## config.mk

```make
export PLATFORM = sky130hd
export DESIGN_NAME = gf227_modmul_seq
export DESIGN_NICKNAME = d
export VERILOG_FILES = /design/src/rtl/gf227_pkg.sv /design/src/rtl/gf_modstep.sv /design/src/rtl/gf227_modmul_seq.sv
export SDC_FILE = /design/constraint.sdc
export NUM_CORES = 1
export LEC_CHECK = 0
export BUFFER_PORTS_ARGS = -buffer_cell sky130_fd_sc_hd__buf_2
export CORE_MARGIN = 2
export CORE_UTILIZATION = 55
export DETAILED_ROUTE_END_ITERATION = 16
export PLACE_DENSITY = 0.76
export RECOVER_POWER = 100
export SLEW_MARGIN = 20
export SYNTH_ARGS = -nofsm -noshare
export SYNTH_HDL_FRONTEND = slang
export SYNTH_SLANG_ARGS = --single-unit
```

## constraint.sdc

```tcl
create_clock -name clk -period 10.9 [get_ports clk]
set_clock_uncertainty 0.15 [all_clocks]
set_input_delay 0.545 -clock clk [delete_from_list [all_inputs] [get_ports clk]]
set_output_delay 0.545 -clock clk [all_outputs]
set_load 0.02 [all_outputs]
```

## src/rtl/gf227_pkg.sv

```systemverilog
// gf227_pkg
// Shared constants, state encoding and helpers for the GF(227) modular
// multiplier datapath.
//   Q      : field modulus (2^(W-1) < Q < 2^W)
//   W      : residue width in bits
//   ACC_W  : width of the un-reduced step sum 2*acc + a (< 3*Q)
//   IDX_W  : width of the multiplier bit index
package gf227_pkg;

    localparam int Q     = 227;
    localparam int W     = 8;
    localparam int ACC_W = W + 2;
    localparam int IDX_W = $clog2(W);

    localparam logic [W-1:0]     Q_W    = W'(Q);
    localparam logic [ACC_W-1:0] Q_ACC  = ACC_W'(Q);
    localparam logic [ACC_W-1:0] Q2_ACC = ACC_W'(2 * Q);
    // Low W bits of 2Q: subtracting it modulo 2^W gives the exact result
    // whenever the true difference is known to be below 2^W.
    localparam logic [W-1:0]     Q2_W   = Q2_ACC[W-1:0];

    typedef enum logic [1:0] {
        ST_IDLE = 2'd0,
        ST_RUN  = 2'd1,
        ST_DONE = 2'd2
    } state_t;

    // Bring any W-bit value into 0..Q-1. A single subtract is enough
    // because 2^W - 1 < 2Q.
    function automatic logic [W-1:0] pre_reduce(input logic [W-1:0] x);
        return (x >= Q_W) ? (x - Q_W) : x;
    endfunction

endpackage

```

## src/rtl/gf_modstep.sv

```systemverilog
// gf_modstep
// One combinational iteration of the MSB-first interleaved modular multiply:
//   acc_next = (2*acc + (b_bit ? a_r : 0)) mod Q
// With acc < Q and a_r < Q the sum is below 3Q, so at most two modulus
// subtractions bring it back into range.
// Ports:
//   acc      : current accumulator, 0..Q-1
//   a_r      : reduced multiplicand, 0..Q-1
//   b_bit    : current multiplier bit
//   acc_next : next accumulator, 0..Q-1
module gf_modstep
    import gf227_pkg::*;
(
    input  logic [W-1:0] acc,
    input  logic [W-1:0] a_r,
    input  logic         b_bit,
    output logic [W-1:0] acc_next
);

    logic [W-1:0]     addend;
    logic [ACC_W-1:0] sum;

    // Gate the multiplicand by the current multiplier bit.
    genvar gi;
    generate
        for (gi = 0; gi < W; gi++) begin : g_mask
            assign addend[gi] = a_r[gi] & b_bit;
        end
    endgenerate

    assign sum = {1'b0, acc, 1'b0} + {2'b00, addend};

    // The reduced result always fits in W bits, so the subtraction is done
    // on the low W bits only; the wide sum is needed just for the compares.
    always_comb begin
        acc_next = sum[W-1:0];
        if (sum >= Q2_ACC) begin
            acc_next = sum[W-1:0] - Q2_W;
        end else if (sum >= Q_ACC) begin
            acc_next = sum[W-1:0] - Q_W;
        end
    end

endmodule

```

## src/rtl/gf227_modmul_seq.sv

```systemverilog
// gf227_modmul_seq
// Sequential modular multiplier over GF(227). Accepts one operand pair via a
// valid/ready handshake, runs W shift-add-reduce iterations (MSB first) and
// presents the fully reduced product until the consumer takes it. One
// product is in flight at a time.
// Ports:
//   clk       : rising-edge clock
//   rst_n     : asynchronous active-low reset
//   in_valid  : operand pair valid
//   in_ready  : high only while idle
//   in_a      : multiplicand, any W-bit value
//   in_b      : multiplier, any W-bit value
//   out_valid : out_r holds a completed product
//   out_ready : consumer accepts out_r
//   out_r     : (in_a * in_b) mod Q
module gf227_modmul_seq
    import gf227_pkg::*;
(
    input  logic         clk,
    input  logic         rst_n,
    input  logic         in_valid,
    output logic         in_ready,
    input  logic [W-1:0] in_a,
    input  logic [W-1:0] in_b,
    output logic         out_valid,
    input  logic         out_ready,
    output logic [W-1:0] out_r
);

    state_t           state_reg;
    state_t           state_next;
    logic [W-1:0]     a_reg;
    logic [W-1:0]     b_reg;
    logic [W-1:0]     acc_reg;
    logic [W-1:0]     out_r_reg;
    logic [IDX_W-1:0] idx_reg;
    logic [W-1:0]     step_acc;

    gf_modstep u_step (
        .acc      (acc_reg),
        .a_r      (a_reg),
        .b_bit    (b_reg[idx_reg]),
        .acc_next (step_acc)
    );

    // State register
    always_ff @(posedge clk or negedge rst_n) begin
        if (!rst_n) begin
            state_reg <= ST_IDLE;
        end else begin
            state_reg <= state_next;
        end
    end

    // Next-state logic
    always_comb begin
        state_next = state_reg;
        case (state_reg)
            ST_IDLE: if (in_valid)               state_next = ST_RUN;
            ST_RUN:  if (idx_reg == '0)          state_next = ST_DONE;
            ST_DONE: if (out_ready)              state_next = ST_IDLE;
            default:                             state_next = ST_IDLE;
        endcase
    end

    // Outputs depend on state only, so they never combinationally follow
    // the input handshake signals.
    always_comb begin
        in_ready  = (state_reg == ST_IDLE);
        out_valid = (state_reg == ST_DONE);
    end

    // Datapath
    always_ff @(posedge clk or negedge rst_n) begin
        if (!rst_n) begin
            a_reg     <= '0;
            b_reg     <= '0;
            acc_reg   <= '0;
            out_r_reg <= '0;
            idx_reg   <= '0;
        end else begin
            case (state_reg)
                ST_IDLE: begin
                    if (in_valid) begin
                        a_reg   <= pre_reduce(in_a);
                        b_reg   <= pre_reduce(in_b);
                        acc_reg <= '0;
                        idx_reg <= IDX_W'(W - 1);
                    end
                end
                ST_RUN: begin
                    acc_reg <= step_acc;
                    idx_reg <= idx_reg - 1'b1;
                    if (idx_reg == '0) begin
                        out_r_reg <= step_acc;
                    end
                end
                default: ;
            endcase
        end
    end

    assign out_r = out_r_reg;

endmodule

```

After elaboration in Yosys (flattened, before gate mapping) --
Cells that the tools add are included.
Storage, ports and cells: bits in registers 37, bits of input ports 20, output and inout port bits 10, word-level logic and storage cells 51
Operators by class: $add $sub $neg 6, $lt $le $gt $ge 5, eq/ne operators 5, muxes and demuxes 14, bitwise logic cells 8, reductions and logical operators 7
Operators with widths (number):
- $mux 8 | 5
- $sub 8x8->8 const B | 4
- $ge 8x8->1 const B | 2
- $pmux 8 s2 | 1
- $add 9x8->10 | 1
- $ge 10x8->1 const B | 1
- $ge 10x9->1 const B | 1
- $and 1x1->1 | 8
- $mux 2 | 3
- $pmux 2 s3 | 1
- $pmux 3 s2 | 1
- $reduce_and 2->1 | 3
- $lt 3x4->1 const B | 1
- $ne 2x2->1 const B | 2
- $bmux 1 s3 | 1
- $logic_not 3->1 | 1
- $mux 3 | 1
- $reduce_and 3->1 | 1
- $sub 3x1->3 const B | 1
- $eq 2x1->1 const B | 1
- $eq 2x2->1 const B | 1
- $logic_not 2->1 | 1
- $ne 2x1->1 const B | 1
- $reduce_bool 2->1 | 1
- $mux 1 | 1

Logic depth before layout (Yosys ltp) --
Gate-level depths: netlist of the first run.
depth after elaboration 8, mapped depth 14, depth with buffers taken out 14

By module --
A second synthesis of the first run with hierarchy kept.
Second synthesis, totals: cell total of the unflattened synthesis 278, area total of the unflattened synthesis 2578.7 um2
Modules (own cells, without submodules):
- gf227_modmul_seq | instances 1, cells each 174, area an instance 1749.2 um2, seq. area each 925.9 um2
- gf_modstep | instances 1, cells each 104, area an instance 829.5 um2, seq. area each 0.0 um2

Least setup slack after synthesis of the first run --
Ideal clock, no wire load.
kind register -> register, start register idx_reg[0], end register out_r_reg[5] (netlist: out_r[5]), data arrival time 3.681 ns, slack 6.942 ns, stages on the path, launching flop included 14, path buffers 0, cell sequence dfrtp_1 -> mux4_2 -> mux2i_2 -> nor2b_1 -> ha_1 -> fa_1 -> xor2_2 -> a2111oi_2 -> o221ai_1 -> a31o_1 -> mux2_4 -> o32ai_2 -> xnor2_1 -> o21ai_1
Between the ends: longest elaborated chain between the ends 7, elaborated cells between the ends (all ways) 19, those cells by class add/sub (3); order compare (2); mux (4); bitwise (8); reduce/logical (2)
RTL lines:
- from (decl) | RTL line gf227_modmul_seq.sv:36 | logic [IDX_W-1:0] idx_reg;
- from (signal assigned) | RTL line gf227_modmul_seq.sv:88 | idx_reg <= IDX_W'(W - 1);
- from (signal assigned) | RTL line gf227_modmul_seq.sv:93 | idx_reg <= idx_reg - 1'b1;
- $bmux 1 s3 | RTL line gf227_modmul_seq.sv:42 | .b_bit (b_reg[idx_reg]),
- $mux 1 (implied by the code) | RTL line gf227_modmul_seq.sv:42
- $and 1x1->1 | RTL line gf_modstep.sv:27 | assign addend[gi] = a_r[gi] & b_bit;
- $add 9x8->10 | RTL line gf_modstep.sv:31 | assign sum = {1'b0, acc, 1'b0} + {2'b00, addend};
- $sub 8x8->8 / $ge 10x8->1 (equally long branches) | RTL line gf_modstep.sv:40, gf_modstep.sv:39
- $mux 8 | RTL line gf_modstep.sv:39 | end else if (sum >= Q_ACC) begin
- $mux 8 | RTL line gf_modstep.sv:37 | if (sum >= Q2_ACC) begin
- to (signal assigned) | RTL line gf227_modmul_seq.sv:95 | out_r_reg <= step_acc;
- to (decl) | RTL line gf227_modmul_seq.sv:35 | logic [W-1:0] out_r_reg;
Parallel ways exist; a longest one is shown, timed or not. The select of a mux whose other input is x is not followed. A chain may end at the register's enable or synchronous reset.

Worst setup path after layout of the first run --
Ends and elaborated chain as after synthesis.

==> flow_metrics.env, run 1 <==
export IMPL_setup_violations=0
export IMPL_hold_viol_final=0
export IMPL_grt_total_usage=0.222
export IMPL_gp_routability_congestion=0.919
export IMPL_cts_sinks=37
export IMPL_rsz0062_at_grt="false"
export IMPL_crit_buf_inv=0
export IMPL_critical_path_max_fanout=11
export IMPL_drcViolationCount=0
export IMPL_worstSetupStartpointType="flop"
export IMPL_leakagePower_uw=0.00120
export IMPL_utilization=0.622
export IMPL_setup_tns_ns=0
export IMPL_synth_area_top_cells="dfrtp_1 38%, ha_1 7.6%, nand2_1 5.6%"
export IMPL_num_rows=24
export IMPL_synth_edf_count=0
export IMPL_critPathRequiredTime_ns=10.91
export IMPL_crit_start="idx_reg[0]"
export IMPL_clk_latency_ns=0.30
export IMPL_routed_via_density=5.72
export IMPL_place_ws_ns=6.26
export IMPL_reg2reg_slack_ns=5.78
export IMPL_cap_viol_max_count=1
export IMPL_hold_buffers=0
export IMPL_drive_gt1_frac=0.128
export IMPL_root_buffer="clkbuf_8"
export IMPL_powerDensity_nw_per_um2=363
export IMPL_slew_violations=38
export IMPL_ys_seq_area_frac=0.376
export IMPL_numCtsBuffers=5
export IMPL_path_cells="mux4_2 -> mux2i_1 -> nor2b_1 -> ha_1 -> fa_1 -> a21o_1 -> a221oi_1 -> a21oi_2 -> a31oi_1 -> mux2_1 -> o32ai_1 -> xnor2_1 -> o21ai_0"
export IMPL_yosys_area_top_type_share=0.376
export IMPL_synth_cells=260
export IMPL_period_share=0.470
export IMPL_crit_cells=13
export IMPL_critPathSlowestCell="a31oi_1"
export IMPL_antennaDiodeCount=0
export IMPL_ys_ff_latch=37
export IMPL_dr_pass1_iters=4
export IMPL_synth_cell_type_count=56
export IMPL_areaGrowthSynthToFinish_pct=9.30
export IMPL_clockBufferDepth=2
export IMPL_violations="capacitance limit, slew limit"
export IMPL_tightest_slew_ns=1.84
export IMPL_detailroute_via_count=1950
export IMPL_critPathMaxStageDelay_ns=0.67
export IMPL_rr_worst_depth=13
export IMPL_synth_ff_type="dfrtp_1"
export IMPL_die_h_um=70.9
export IMPL_grt_pass1_vias=1938
export IMPL_nets=324
export IMPL_dp_hpwl_um=3810
export IMPL_cts_htree_levels=2
export IMPL_drtIter0Drc=115
export IMPL_syn_area_um2=2460
export IMPL_post_cts_setup_buffer_count=0
export IMPL_reg2reg_from="idx_reg[0]"
export IMPL_post_route_min_period_ns=5.12
export IMPL_setup_ws_ns=5.78
export IMPL_holdCritPathClass="in -> reg"
export IMPL_outcome="finished with violations"
export IMPL_clock_fmax_mhz=195
export IMPL_gr_total_overflow=0
export IMPL_synth_top_cell_by_area="dfrtp_1"
export IMPL_cts_tree="yes"
export IMPL_worstSetupPathType="reg -> reg"
export IMPL_r2r_end="out_r[5]"
export IMPL_syn_mean_instance_area_um2=9.47
export IMPL_synth_fp_nets=296
export IMPL_drt_wirelength_per_cell_um=14.7
export IMPL_die_area_um2=5030
export IMPL_final_antenna_net_count=0
export IMPL_cts_resized=0
export IMPL_relSlewSlack=-0.224
export IMPL_crit_end="out_r[5]"
export IMPL_grt_pass1_wl_um=8930
export IMPL_initial_utilization=0.569
export IMPL_wirelength_um=5000
export IMPL_portBuffers=29
export IMPL_core_um2=4320
export IMPL_path_delay_family="compound AO/OA/AOI/OAI gates"
export IMPL_die_x_um=70.9
export IMPL_clk_pin_slew_worst_paths_ns=0.08
export IMPL_worst_setup_path_end_kind="flop"
export IMPL_ir_drop_mv=0.105
export IMPL_async_flop_share=1.00
export IMPL_grt_max_degree=38
export IMPL_antenna_found_initial=0
export IMPL_ioPinCount=30
export IMPL_cp_data_arrival_time_ns=5.13
export IMPL_ys_warn_count=0
[cells in the final DEF (no fill, tap or decap), types with 4 or more instances in the layout]
| master | synthesis | routed |
|---|---|---|
| inv_1 | 7 | 7 |
| ha_1 | 15 | 15 |
| clkbuf_1 | 3 | 14 |
| a211oi_1 | 4 | 4 |
| nand2_1 | 37 | 37 |
| clkbuf_8 | 0 | 5 |
| nor2_1 | 13 | 13 |
| nor2b_1 | 8 | 8 |
| o21ai_0 | 26 | 33 |
| a21oi_1 | 8 | 8 |
| dfrtp_1 | 37 | 37 |
| o21ai_1 | 15 | 8 |
| xnor2_1 | 11 | 11 |
| buf_2 | 1 | 16 |
| nand3_1 | 11 | 11 |
[metrics by stage]
stage / hold slack (ns) / std cells / area [µm²] / total power (µW)
final: 0.280 / 341 / 2690 / 976
after global routing: 0.283 / 341 / 2690 / 1070
after CTS: 0.201 / 341 / 2740 / 1010
after detailed placement: 0.314 / 333 / 2630 / 886
after global placement: 0.294 / 333 / 2630 / 869
after floorplan: 0.0994 / 260 / 2460 / 765
[worst min path at each step]
stage	startpoint	end	slack (ns)	depth (start not counted)
finish	out_ready	state_reg[1]	0.28	2
global route	out_ready	state_reg[1]	0.28	2
CTS	rst_n	acc_reg[1]	0.20	1
detailed placement	a_reg[3]	a_reg[3]	0.31	2
global placement	a_reg[6]	a_reg[6]	0.29	2
floorplan	rst_n	a_reg[0]	0.1	0
[layer usage]
metal	up-vias	track usage	wire (µm)
li1	992	-	-
met1	911	0.304	2390
met2	41	0.359	2340
met3	6	0.0413	196
met4	0	0.0734	76
met5	-	0	0
[cell usage after synthesis (all sizes together), types with 4 or more instances]
| cell | number |
|---|---|
| o21ai | 41 |
| a21oi | 9 |
| nor2 | 14 |
| nand2 | 37 |
| xor2 | 5 |
| dfrtp | 37 |
| inv | 7 |
| a2111oi | 4 |
| nor2b | 8 |
| a211oi | 5 |
| ha | 15 |
| nand3 | 11 |
| buf | 5 |
| xnor2 | 12 |
[cell type report]
| type | count | area, µm² |
|---|---|---|
| clock buffers | 6 | 72.6 |
| flip-flops and latches | 37 | 926 |
| repair buffers | 29 | 129 |
| well taps | 52 | 65.1 |
| multi-input cells | 208 | 1430 |
| clock inverters | 2 | 38.8 |
| fillers | 407 | 1630 |
| inverters | 7 | 26.3 |
[power by group]
group | leakage (µW) | switching, µW | total [µW] | internal, µW
logic | 0.000678 | 371 | 609 | 238
clock network | 0.0000554 | 53.5 | 122 | 68.7
registers | 0.000463 | 43.0 | 245 | 202
total | 0.00120 | 468 | 976 | 508
[worst register-to-register path, delay by kind of cell (launching register included)]
family | cells | cell delay [ns]
simple gates | 1 | 0.14
mux | 3 | 1.49
fa+ha+maj | 2 | 0.76
flops | 1 | 0.45
xor+xnor | 1 | 0.18
compound gates | 6 | 1.82
[cells by family after synthesis]
| kind of cell | synth area share |
|---|---|
| muxes | 0.0381 |
| buffers and inverters | 0.0295 |
| adders and majority gates | 0.0843 |
| AOI/OAI and AO/OA | 0.224 |
| and+or+nand+nor | 0.174 |
| DFF | 0.376 |
| xor gates and xnor gates | 0.0742 |
No activity file was read; power rests on OpenSTA's default activity.
==> inputs of run 2 (changes only) <==
Settings changed: ABC_AREA set to 1.
Clock period 10.9 ns to 4.8 ns, I/O delays scaled along.
==> run 2 against run 1 <==
Clock-buffer cell count is 1 lower. Wire length is 12% higher. Final cell count is 35% higher. Hold slack worse by 0.24 ns. First-iteration DRC count is 4.3% higher. Die area is 7.5% higher. Via count is 23% higher. Sequential share of layout area is 2.8 points lower. Design area is 8.7% higher. The flow still finishes with violations (capacitance limit, slew limit). Synthesized cell count is 43% higher. Highest routed layer unchanged. Setup slack worse by 4.8 ns. Non-clock buffer count is 2 higher.
==> flow_metrics.env, run 2 <==
export IMPL_grt_total_usage=0.231
export IMPL_ys_seq_area_frac=0.348
export IMPL_die_area_um2=5400
export IMPL_initial_utilization=0.566
export IMPL_gr_total_overflow=0
export IMPL_grt_pass1_wl_um=9660
export IMPL_synth_top_cell_by_area="dfrtp_1"
export IMPL_worstSetupStartpointType="flop"
export IMPL_post_cts_setup_buffer_count=0
export IMPL_ys_warn_count=0
export IMPL_drcViolationCount=0
export IMPL_fillers=454
export IMPL_worst_setup_path_end_kind="flop"
export IMPL_violations="capacitance limit, slew limit"
export IMPL_cp_data_arrival_time_ns=3.94
export IMPL_ioPinCount=30
export IMPL_clockBufferDepth=2
export IMPL_synth_cell_type_count=36
export IMPL_worstSetupPathType="reg -> reg"
export IMPL_hold_path_startpoint="in_b[4]"
export IMPL_detailroute_via_count=2400
export IMPL_setup_violations=0
export IMPL_holdCritPathClass="in -> reg"
export IMPL_slew_violations=38
export IMPL_gp_routability_congestion=0.948
export IMPL_drive_gt1_frac=0.106
export IMPL_mostFrequentLayoutCell="nand2_1"
export IMPL_core_um2=4690
export IMPL_drtIter0Drc=120
export IMPL_nets=441
export IMPL_holdPathStages=3
export IMPL_clk_pin_slew_worst_paths_ns=0.08
export IMPL_multi_input_area_um2=1460
export IMPL_setup_tns_ns=0
export IMPL_cts_resized=0
export IMPL_reg2reg_slack_ns=0.95
export IMPL_relSlewSlack=-0.271
export IMPL_die_x_um=73.5
export IMPL_grt_pass1_vias=2221
export IMPL_ys_top_cells_by_count="118 x nand2_1, 53 x inv_1, 37 x dfrtp_1"
export IMPL_final_antenna_net_count=0
export IMPL_critPathRequiredTime_ns=4.89
export IMPL_routed_via_density=5.22
export IMPL_yosys_area_top_type_share=0.348
export IMPL_clk_latency_ns=0.29
export IMPL_syn_mean_instance_area_um2=7.12
export IMPL_antennaDiodeCount=0
export IMPL_synth_cells=373
export IMPL_critical_path_max_fanout=11
export IMPL_grt_max_degree=38
export IMPL_numCtsBuffers=5
export IMPL_hold_viol_final=0
export IMPL_path_cells="o21ai_0 -> nand2_1 -> nand3_1 -> nand2_1 -> nor2_1 -> ha_1 -> fa_1 -> nor2_1 -> nor2_4 -> nor3_1 -> a21oi_1 -> nand2_2 -> nand2_1 -> nand2_1 -> nand2_1 -> nand2_1 -> xor2_1 -> nand2_1 -> nand2_1"
export IMPL_async_flop_share=1.00
export IMPL_cap_viol_max_count=1
export IMPL_cts_tree="yes"
export IMPL_post_route_min_period_ns=3.85
export IMPL_rsz0062_at_grt="false"
export IMPL_synth_ff_type="dfrtp_1"
export IMPL_layout_common_cells="121 x nand2_1, 53 x inv_1, 37 x dfrtp_1"
export IMPL_crit_start="idx_reg[0]"
export IMPL_period_share=0.802
export IMPL_r2r_end="out_r[5]"
export IMPL_crit_path_frequent_cell="nand2_1"
export IMPL_critPathSlowestCell="dfrtp_1"
export IMPL_ys_ff_latch=37
export IMPL_hold_path_end="b_reg[4]"
export IMPL_tightest_slew_ns=1.91
export IMPL_areaGrowthSynthToFinish_pct=10.1
export IMPL_portBuffers=29
export IMPL_synth_edf_count=0
export IMPL_synth_most_common_cell="nand2_1"
export IMPL_dr_pass1_iters=5
export IMPL_dp_hpwl_um=4470
export IMPL_wirelength_um=5620
export IMPL_die_h_um=73.5
export IMPL_rr_worst_depth=19
export IMPL_num_rows=25
export IMPL_synth_area_top_cells="dfrtp_1 35%, nand2_1 17%, inv_1 7.5%"
export IMPL_antenna_found_initial=0
export IMPL_cts_htree_levels=2
export IMPL_regArea_um2=926
export IMPL_critPathMaxStageDelay_ns=0.50
export IMPL_cts_sinks=37
export IMPL_outcome="finished with violations"
export IMPL_syn_area_um2=2660
export IMPL_reg2reg_from="idx_reg[0]"
export IMPL_synth_fp_nets=409
export IMPL_root_buffer="clkbuf_8"
export IMPL_drt_wirelength_per_cell_um=12.2
export IMPL_clock_fmax_mhz=260
## run 2: cell types whose count changed after synthesis, moves of 6 or more
| cell | previous run | this run |
|---|---|---|
| nand3_1 | 11 | 25 |
| o21ai_1 | 15 | 4 |
| nor2_1 | 13 | 26 |
| o21ai_0 | 26 | 19 |
| nand2_1 | 37 | 118 |
| inv_1 | 7 | 53 |
| xnor2_1 | 11 | 5 |
| nand2_2 | 0 | 9 |
| nor2b_1 | 8 | 0 |
## run 2: how the worst max path moves through the flow
stage                            end  depth (start not counted)
after floorplan             out_r[5]                         19
after global placement      out_r[5]                         20
after detailed placement  acc_reg[5]                         19
final                       out_r[5]                         19
after CTS                   out_r[5]                         19
after global routing        out_r[5]                         19
## run 2: cell type report
type,instances,area share
clock inverter,3,0.0150
clock buffer,5,0.0235
inverter,56,0.0727
multi-input combinational,274,0.498
tap,54,0.0231
sequential,37,0.316
timing repair buffer,31,0.0517
## run 2: metal layers
metal	vias to the layer above	part of all wire	global-route usage
met4	0	0.018	0.0808
met1	1084	0.46	0.303
met5	-	0	0
met3	6	0.038	0.0439
li1	1257	-	-
met2	53	0.48	0.380
## run 2: per-stage QoR
stage / cell area (µm²) / hold WS (ns) / setup WS (ns) / utilization / instances
3_5_place_dp: 2830 / 0.218 / 1.26 / 0.604 / 450
2_1_floorplan: 2660 / -0.206 / 1.70 / - / 373
4_1_cts: 2970 / 0.0345 / 1.25 / 0.632 / 460
3_3_place_gp: 2830 / 0.212 / 1.30 / 0.604 / 450
5_1_grt: 2930 / 0.0506 / 0.572 / 0.624 / 460
6_report: 2930 / 0.0442 / 0.948 / 0.624 / 460
## run 2: cell families (layout without fill, tap and decap cells)
group,Yosys count,count (layout),share of synthesized area
and+or+nand+nor,196,196,0.328
buffers and inverters,62,95,0.0942
AOI/OAI and AO/OA,50,50,0.112
DFF,37,37,0.348
adders and majority gates,16,16,0.0782
xor gates and xnor gates,12,12,0.0395
## run 2: what timing repair did
item / CTS / global route
hold endpoints to repair: 38 / 0
hold buffers: 2 / 0
endpoints found under the setup margin: 0 / 0
## run 2: worst max-delay path: cells and delay by family, from the launching register on
kind | cells | cell delay, ns
AND/OR/NAND/NOR | 14 | 1.94
flip-flops | 1 | 0.50
AO/OA/AOI/OAI | 2 | 0.32
adder cells (fa/ha/maj) | 2 | 0.65
XOR/XNOR | 1 | 0.24
Power of run 2 is left out: the tool's default activity adds up to more than one toggle a clock period on the data nets, which glitch-free logic cannot reach.
